## config.mk

```make
export PLATFORM = sky130hd
export DESIGN_NAME = ysyx_22051013_mul_issue_flat
export DESIGN_NICKNAME = d
export VERILOG_FILES = /design/src/rtl/ysyx_22051013_mul_issue_if.sv /design/src/rtl/ysyx_22051013_mul_issue.sv /design/src/flat_wrapper.sv
export SDC_FILE = /design/constraint.sdc
export NUM_CORES = 1
export LEC_CHECK = 0
export CAP_MARGIN = 20
export CORE_AREA = 2 2 180 182
export CTS_BUF_LIST = sky130_fd_sc_hd__clkbuf_4
export DETAILED_ROUTE_END_ITERATION = 16
export DIE_AREA = 0 0 182 184
export PLACE_DENSITY = 0.74
export SLEW_MARGIN = 30
export SYNTH_ARGS = -nofsm -noshare
export SYNTH_HDL_FRONTEND = slang
export SYNTH_SLANG_ARGS = --single-unit
```

## constraint.sdc

```tcl
create_clock -name clk -period 2 [get_ports clk]
set_clock_uncertainty 0.2 [all_clocks]
set_input_delay 0.6 -clock clk [delete_from_list [all_inputs] [get_ports clk]]
set_output_delay 0.6 -clock clk [all_outputs]
set_load 0.02 [all_outputs]
```

## src/rtl/ysyx_22051013_mul_issue_if.sv

```systemverilog
// Handshake bundle between the EX-stage multiply issuer and the
// pipelined Booth/Wallace multiplier.
//   master (issuer)    : drives mul_valid, mul_flush, mul_signed, mulw,
//                        mult_op1, mult_op2; receives mul_ready,
//                        out_valid, result_hi, result_lo.
//   slave  (multiplier): the mirror image.
interface ysyx_22051013_mul_issue_if #(
    parameter int XLEN = 64
);
    logic            mul_valid;
    logic            mul_flush;
    logic [1:0]      mul_signed;   // bit0 = op1 signed, bit1 = op2 signed
    logic            mulw;
    logic [XLEN-1:0] mult_op1;
    logic [XLEN-1:0] mult_op2;
    logic            mul_ready;
    logic            out_valid;
    logic [XLEN-1:0] result_hi;
    logic [XLEN-1:0] result_lo;

    modport master (
        output mul_valid, mul_flush, mul_signed, mulw, mult_op1, mult_op2,
        input  mul_ready, out_valid, result_hi, result_lo
    );

    modport slave (
        input  mul_valid, mul_flush, mul_signed, mulw, mult_op1, mult_op2,
        output mul_ready, out_valid, result_hi, result_lo
    );
endinterface

```

## src/rtl/ysyx_22051013_mul_issue.sv

```systemverilog
// EX-stage initiator for the pipelined multiplier.
// Decodes RV64M multiply ops (0 MUL, 1 MULH, 2 MULHSU, 3 MULHU, 4 MULW,
// 5-7 behave as MUL), captures operands, issues a one-cycle mul_valid,
// waits for out_valid, then holds the selected/sign-extended result until
// MEM accepts it. EX is stalled while a multiply is outstanding.
// Ports:
//   clk, rst (async, active-low)
//   ex_valid, ex_is_mul, ex_mul_op, ex_op1, ex_op2 : request from EX
//   flush      : pipeline flush, aborts any state and is passed straight
//                through as mul_flush
//   down_ready : MEM accepts the result
//   ex_stall, res_valid, res : status/result towards the pipeline
//   mul        : multiplier handshake (master modport)
// Optional build macro YSYX_22051013_MUL_FUSE_EN: caches the last 128-bit
// product so a repeated multiply on the same operands skips the multiplier.
module ysyx_22051013_mul_issue #(
    parameter int XLEN = 64
) (
    input  logic                          clk,
    input  logic                          rst,
    input  logic                          ex_valid,
    input  logic                          ex_is_mul,
    input  logic [2:0]                    ex_mul_op,
    input  logic [XLEN-1:0]               ex_op1,
    input  logic [XLEN-1:0]               ex_op2,
    input  logic                          flush,
    input  logic                          down_ready,
    output logic                          ex_stall,
    output logic                          res_valid,
    output logic [XLEN-1:0]               res,
    ysyx_22051013_mul_issue_if.master     mul
);
    localparam int HALF = XLEN / 2;

    typedef enum logic [1:0] {IDLE, ISSUE, WAIT, DONE} state_t;

    state_t            state;
    logic [XLEN-1:0]   op1_q, op2_q;
    logic [2:0]        op_q;
    logic [1:0]        sgn_q;
    logic              mulw_q;
    logic              mul_valid_q;
    logic              res_valid_q;
    logic [2*XLEN-1:0] prod_q;

    logic              req;
    logic [1:0]        new_sgn;
    logic              new_w;
    logic              hit;
    logic [XLEN-1:0]   sel;

    assign req = ex_valid & ex_is_mul;

    // Signedness/width of the incoming op; reserved codes behave as MUL.
    always_comb begin
        new_sgn = 2'b11;
        new_w   = 1'b0;
        case (ex_mul_op)
            3'd2:    new_sgn = 2'b01;
            3'd3:    new_sgn = 2'b00;
            3'd4:    new_w   = 1'b1;
            default: ;
        endcase
    end

`ifdef YSYX_22051013_MUL_FUSE_EN
    logic              c_vld;
    logic [XLEN-1:0]   c_op1, c_op2;
    logic [1:0]        c_sgn;
    logic [2*XLEN-1:0] c_prod;
    logic              new_is_mul;

    assign new_is_mul = (ex_mul_op == 3'd0) | (ex_mul_op >= 3'd5);
    // The cache never holds a MULW product, so only the new op is checked.
    // MUL needs only the low half, which is identical for any signedness.
    assign hit = c_vld & (ex_op1 == c_op1) & (ex_op2 == c_op2) & ~new_w
               & (new_is_mul | (c_sgn == new_sgn));

    always_ff @(posedge clk or negedge rst) begin
        if (!rst) begin
            c_vld  <= 1'b0;
            c_op1  <= '0;
            c_op2  <= '0;
            c_sgn  <= 2'b00;
            c_prod <= '0;
        end else if (flush) begin
            c_vld <= 1'b0;
        end else if (state == IDLE && req && new_w) begin
            c_vld <= 1'b0;
        end else if (state == WAIT && mul.out_valid) begin
            if (mulw_q) begin
                c_vld <= 1'b0;
            end else begin
                c_vld  <= 1'b1;
                c_op1  <= op1_q;
                c_op2  <= op2_q;
                c_sgn  <= sgn_q;
                c_prod <= {mul.result_hi, mul.result_lo};
            end
        end
    end
`else
    assign hit = 1'b0;
`endif

    always_ff @(posedge clk or negedge rst) begin
        if (!rst) begin
            state       <= IDLE;
            op1_q       <= '0;
            op2_q       <= '0;
            op_q        <= 3'd0;
            sgn_q       <= 2'b00;
            mulw_q      <= 1'b0;
            mul_valid_q <= 1'b0;
            res_valid_q <= 1'b0;
            prod_q      <= '0;
        end else if (flush) begin
            state       <= IDLE;
            mul_valid_q <= 1'b0;
            res_valid_q <= 1'b0;
            prod_q      <= '0;
        end else begin
            case (state)
                IDLE: if (req) begin
                    op1_q  <= ex_op1;
                    op2_q  <= ex_op2;
                    op_q   <= ex_mul_op;
                    sgn_q  <= new_sgn;
                    mulw_q <= new_w;
`ifdef YSYX_22051013_MUL_FUSE_EN
                    if (hit) begin
                        prod_q      <= c_prod;
                        res_valid_q <= 1'b1;
                        state       <= DONE;
                    end else
`endif
                    begin
                        mul_valid_q <= 1'b1;
                        state       <= ISSUE;
                    end
                end
                ISSUE: begin
                    mul_valid_q <= 1'b0;
                    state       <= WAIT;
                end
                WAIT: if (mul.out_valid) begin
                    prod_q      <= {mul.result_hi, mul.result_lo};
                    res_valid_q <= 1'b1;
                    state       <= DONE;
                end
                DONE: if (down_ready) begin
                    res_valid_q <= 1'b0;
                    state       <= IDLE;
                end
                default: state <= IDLE;
            endcase
        end
    end

    always_comb begin
        case (op_q)
            3'd1, 3'd2, 3'd3: sel = prod_q[2*XLEN-1:XLEN];
            3'd4:             sel = {{HALF{prod_q[HALF-1]}}, prod_q[HALF-1:0]};
            default:          sel = prod_q[XLEN-1:0];
        endcase
    end

    assign res_valid      = res_valid_q;
    assign res            = res_valid_q ? sel : '0;
    assign ex_stall       = req & ~((state == DONE) & down_ready);
    assign mul.mul_valid  = mul_valid_q;
    assign mul.mul_flush  = flush;
    assign mul.mul_signed = sgn_q;
    assign mul.mulw       = mulw_q;
    assign mul.mult_op1   = op1_q;
    assign mul.mult_op2   = op2_q;

    // A result handed over while waiting must come with the done flag.
    mul_ready_chk: assert property (@(posedge clk) disable iff (!rst)
        (state == WAIT && mul.out_valid) |-> mul.mul_ready);

    // hit is only consulted when the result cache is built in.
    logic unused_hit;
    assign unused_hit = hit;
endmodule

```

## src/flat_wrapper.sv

```systemverilog
// flat-port wrapper written by rule: the top's interface ports become plain ports
module ysyx_22051013_mul_issue_flat 
#(
    parameter int XLEN = 64
)
  (clk, rst, ex_valid, ex_is_mul, ex_mul_op, ex_op1, ex_op2, flush, down_ready, ex_stall, res_valid, res, mul_mul_valid, mul_mul_flush, mul_mul_signed, mul_mulw, mul_mult_op1, mul_mult_op2, mul_mul_ready, mul_out_valid, mul_result_hi, mul_result_lo);
  ysyx_22051013_mul_issue_if #(.XLEN(XLEN)) mul_i ();
  input  logic clk;
  input  logic rst;
  input  logic ex_valid;
  input  logic ex_is_mul;
  input  logic [2:0] ex_mul_op;
  input  logic [XLEN-1:0] ex_op1;
  input  logic [XLEN-1:0] ex_op2;
  input  logic flush;
  input  logic down_ready;
  output logic ex_stall;
  output logic res_valid;
  output logic [XLEN-1:0] res;
  output wire logic [$bits(mul_i.mul_valid)-1:0] mul_mul_valid;
  output wire logic [$bits(mul_i.mul_flush)-1:0] mul_mul_flush;
  output wire logic [$bits(mul_i.mul_signed)-1:0] mul_mul_signed;
  output wire logic [$bits(mul_i.mulw)-1:0] mul_mulw;
  output wire logic [$bits(mul_i.mult_op1)-1:0] mul_mult_op1;
  output wire logic [$bits(mul_i.mult_op2)-1:0] mul_mult_op2;
  input wire logic [$bits(mul_i.mul_ready)-1:0] mul_mul_ready;
  input wire logic [$bits(mul_i.out_valid)-1:0] mul_out_valid;
  input wire logic [$bits(mul_i.result_hi)-1:0] mul_result_hi;
  input wire logic [$bits(mul_i.result_lo)-1:0] mul_result_lo;
  assign mul_mul_valid = mul_i.mul_valid;
  assign mul_mul_flush = mul_i.mul_flush;
  assign mul_mul_signed = mul_i.mul_signed;
  assign mul_mulw = mul_i.mulw;
  assign mul_mult_op1 = mul_i.mult_op1;
  assign mul_mult_op2 = mul_i.mult_op2;
  assign mul_i.mul_ready = mul_mul_ready;
  assign mul_i.out_valid = mul_out_valid;
  assign mul_i.result_hi = mul_result_hi;
  assign mul_i.result_lo = mul_result_lo;
  ysyx_22051013_mul_issue #(.XLEN(XLEN)) u_core (.clk(clk), .rst(rst), .ex_valid(ex_valid), .ex_is_mul(ex_is_mul), .ex_mul_op(ex_mul_op), .ex_op1(ex_op1), .ex_op2(ex_op2), .flush(flush), .down_ready(down_ready), .ex_stall(ex_stall), .res_valid(res_valid), .res(res), .mul(mul_i));
endmodule
```

# Word-level counts from Yosys, hierarchy flattened
# Cells that the tools add are included.
[word_totals]
reg_bits = 266
in_bits = 267
output_inout_bits = 199
elab_cells = 57
[classes]
n_eq_ne = 13
muxes = 19
bitwise = 5
n_reduce_logical = 11
[ops]
columns = ["operator", "n"]
rows = [
  ["$mux W128", 3],
  ["$pmux W64 S2", 1],
  ["$mux W64", 1],
  ["$eq A3 B2 Y1 const B", 4],
  ["$reduce_and A3 Y1", 3],
  ["$mux W2", 4],
  ["$pmux W2 S4", 1],
  ["$eq A3 B3 Y1 const B", 2],
  ["$mux W1", 6],
  ["$ne A3 B3 Y1 const B", 2],
  ["$reduce_bool A3 Y1", 2],
  ["$eq A2 B2 Y1 const B", 2],
  ["$pmux W1 S2", 2],
  ["$pmux W2 S2", 1],
  ["$reduce_and A2 Y1", 2],
  ["$reduce_bool A2 Y1", 2],
  ["$and A1 B1 Y1", 3],
  ["$eq A3 B1 Y1 const B", 1],
  ["$ne A3 B2 Y1 const B", 1],
  ["$reduce_or A3 Y1", 1],
  ["$eq A2 B1 Y1 const B", 1],
  ["$logic_not A2 Y1", 1],
  ["$not A1 Y1", 2],
]

# Logic depth before layout (Yosys ltp)
[logic_depth]
depth_word = 4
mapped_depth = 7
depth_no_buf = 5

# Least setup slack after synthesis
# No wires, ideal clock.
[synth_timing]
kind = "reg-to-output"
startpoint = "register u_core.op_q[2]"
endpoint = "output port res[10]"
arrival_time_ns = 1.489
t_required_ns = 1.200
path_slack_ns = -0.289
path_stages_with_launch = 5
n_path_buf = 1
path_cell_list = "dfrtp_1 > o21ba_2 > clkbuf_1 > nand2_1 > a21boi_0"
[synth_between]
elab_chain_cells = 4
word_cells_on_any_way = 7
classes_between = "eq/ne: 4; mux: 2; reduce/logical: 1"
[synth_lines]
columns = ["item", "line", "source"]
rows = [
  ["from (decl)", "ysyx_22051013_mul_issue.sv:39", "logic [2:0] op_q;"],
  ["from (signal assigned)", "ysyx_22051013_mul_issue.sv:127", "op_q <= ex_mul_op;"],
  ["$eq A3 B1 Y1 / $eq A3 B2 Y1 (equally long branches)", "ysyx_22051013_mul_issue.sv:161", "case (op_q)"],
  ["$reduce_or A3 Y1", "ysyx_22051013_mul_issue.sv:161", ""],
  ["$pmux W64 S2 (*)", "ysyx_22051013_mul_issue.sv:161", ""],
  ["$mux W64 (*)", "ysyx_22051013_mul_issue.sv:169", "assign res = res_valid_q ? sel : '0;"],
  ["to (decl)", "flat_wrapper.sv:19", "output logic [XLEN-1:0] res;"],
]
# Every way passes the cells marked *; elsewhere a longest branch is shown, timed or not.

# Worst setup path after layout
[layout_timing]
startpoint = "register u_core.op_q[1]"
endpoint = "output port res[58]"
# Same word-level chain as after synthesis.

==> results.cfg <==
[setup_path]
path_max_fanout = 7
worst-setup-path-type = reg -> out
critPathRequiredTime_ns = 1.20
crit_chain = buf_6 -> or2_4 -> buf_12 -> buf_16 -> a21oi_4 -> o22ai_4 -> buf_6
slowest_delay_ns = 0.44
cp_top_family = buffers and inverters
cp_num_buf_inv = 4
end_kind = primary output
path_common_cell = buf_6
slowest_stage = dfrtp_2
start_kind = flip-flop
critical_path_arrival_ns = 2.18

[drt]
post_drt_wl_per_cell_microns = 21.0
drt_iter0_drc = 689
drcViolationCount = 0
wl_microns = 46900
post_drt_via_cell_ratio = 5.10
drtPass1Iterations = 6
vias = 11400
postRouteAntennaNets = 0

[synthesis]
syn-cell-area_sq_um = 12000
synth_xor_area_share_pct = 0
synth-seq-cells = 266
synth_top_family_by_area = multiplexers
postSynthAreaPerCell_sq_um = 10.9
syn_inst = 1102
synth_compound_area_share_pct = 11.0
synth-simple-area-share_pct = 11.2
yosysSeqAreaShare_pct = 55.2
ys_types = 33
synth_mux_area_share_pct = 18.1
ys_warn_count = 0
synth_fp_nets = 1373
synth_fa_ha_area_share_pct = 0.415

[timing]
final_hold_viol_count = 0
finalCriticalPeriod_ns = 2.98
grt_setup_unrepaired = true
setup_ws_ns = -0.984
relSlewSlack_pct = 51.3
setup_violations = 219
timing.final.crit_share_pct = 149
worst_slew_pin_slew_ns = 0.731
holdWs_ns = 0.245
fmax_ghz = 0.335
slew_viol_final = 0

[layout]
mostFrequentLayoutCells = 313 x nand2_1, 263 x clkdlybuf4s50_1, 262 x dfrtp_1
drive_gt1_share_pct = 44.9
area_growth_pct = 80.8
nNetsFinal = 2068
finish.instance_area_sq_um = 21800
final_common_cell = nand2_1
post-route-util_pct = 69.4

[clocking]
cts_tree = yes
numCtsBuffers = 69
cts.sinks = 266
htreeDepth = 3
cts.reportedPaths.clkPinSlew_ns = 0.07
cts_root_buffer = clkbuf_4
cts_buffer_depth = 3
clock_latency_ns = 0.64

[status]
status = complete, but fails checks
violations = setup timing

[pwr]
total_power_mw = 27.8
vdd_ir_drop_max_mv = 1.06
pwr_density_cell_nw_per_um2 = 1270
cellLeakagePower_nw = 9.59

[flow_run]
max_cap_viol_count = 0

[grt]
grt_pass1_wl_microns = 66800
grt_max_degree = 92
grt_antenna_before_repair = 3
grt_pass1_vias = 11800
gr-total-overflow = 0
track_usage_pct = 25.9

[floorplanning]
die_area_sq_um = 33500
start_util_pct = 38.4
die_x_microns = 182
io_pins = 466
core_sq_um = 31400
placement_rows = 65
die_h_microns = 184

[placed_design]
postPlaceCellArea_sq_um = 18900
io_buffer_count = 464
dp_hpwl_microns = 30100
gp_congestion = 0.844
post-place-ws_ns = -0.718

[hold_path]
hold_path.class = in -> async
## layer usage
layer | share of wire (%) | GRT usage, % | vias up
met5 | 0 | 0 | -
met4 | 5.0 | 14.6 | 0
met3 | 7.6 | 7.69 | 132
met2 | 51 | 44.1 | 530
met1 | 36 | 29.1 | 5586
li1 | - | - | 5167
## cells by family after synthesis
family	Yosys count
and+or+nand+nor	342
DFF	266
AOI/OAI and AO/OA	238
muxes	164
buffers and inverters	88
adders and majority gates	4
## synth_stat cells, drive strengths merged
library cell / n / share of area [%]
nor2b: 2 / 0.10
dfrtp: 266 / 55
mux2: 131 / 15
o22ai: 32 / 1.7
nor2: 3 / 0.11
a21o: 1 / 0.062
and2: 1 / 0.052
a221oi: 1 / 0.073
nand2b: 5 / 0.26
a21oi: 164 / 6.8
nand3: 1 / 0.041
nand2: 326 / 10
o21a: 1 / 0.062
a21boi: 32 / 2.0
clkbuf: 37 / 1.2
buf: 48 / 2.8
o21bai: 2 / 0.12
ha: 4 / 0.42
or2: 1 / 0.052
nor3b: 1 / 0.10
o21ai: 3 / 0.12
nand4b: 2 / 0.27
o21ba: 1 / 0.083
a31oi: 1 / 0.052
inv: 3 / 0.093
mux2i: 33 / 2.7
## what timing repair did
action	CTS	global route
endpoints found under the setup margin	307	427
pin swaps	12	30
cloned	13	8
gates resized for setup	1186	136
endpoints found under the hold margin	73	0
buffers inserted	63	53
hold buffers	1	0
## worst register-to-register path: stages (launching register included)
cell and delay (ns):
dfrtp_1 0.42, buf_6 0.15, inv_4 0.06, ha_4 0.15
nand4b_4 0.22, buf_12 0.24, buf_6 0.12, buf_16 0.13
mux2_4 0.29
## area by class of cell
cell class	instances	area [sq um]
diodes	2	5.00
repair buffers	708	7640
multi-input cells	749	6140
clock inverters	15	113
fillers	2095	9610
well taps	402	503
flip-flops and latches	266	6660
inverters	3	16.3
clock buffers	94	706
## flip-flops by register name, summed over array words and instances, names as in the netlist
signal	count
u_core.res_valid	1
u_core.prod_q	128
u_core.mul.mulw	1
u_core.mul.mult_op1	64
u_core.state	2
u_core.mul.mul_signed	2
u_core.op_q	3
u_core.mul.mult_op2	64
u_core.mul.mul_valid	1
## final timing paths
| path | to | slack [ns] | cells after the start | start |
|---|---|---|---|---|
| setup / recovery | res[58] | -0.98 | 7 | u_core.op_q[1] |
| hold / removal | u_core.prod_q[43] | 0.24 | 2 | rst |
| setup reg to reg | u_core.mul.mult_op1[14] | -0.11 | 8 | u_core.state[0] |
| hold reg to reg | u_core.mul.mult_op2[4] | 0.32 | 1 | u_core.mul.mult_op2[4] |
| max in group asynchronous | u_core.prod_q[64] | 0.66 | 3 | rst |
| min in group clk | u_core.prod_q[77] | 0.26 | 3 | mul_result_hi[13] |
## power by group
group / total, mW / internal (mW) / switching [mW] / leakage [nW]
clock: 4.63 / 2.31 / 2.31 / 0.488
sequential: 8.39 / 7.02 / 1.38 / 3.42
combinational: 14.8 / 8.29 / 6.46 / 5.68
## per-stage QoR
step           instances  setup TNS, ns
2_1_floorplan       1102          -1.63
3_3_place_gp        1995        -104.15
3_5_place_dp        1995        -110.35
4_1_cts             2180         -83.80
5_1_grt             2239         -83.22
6_report            2239         -64.19
Note: power is estimated with default switching activity, not from simulation.
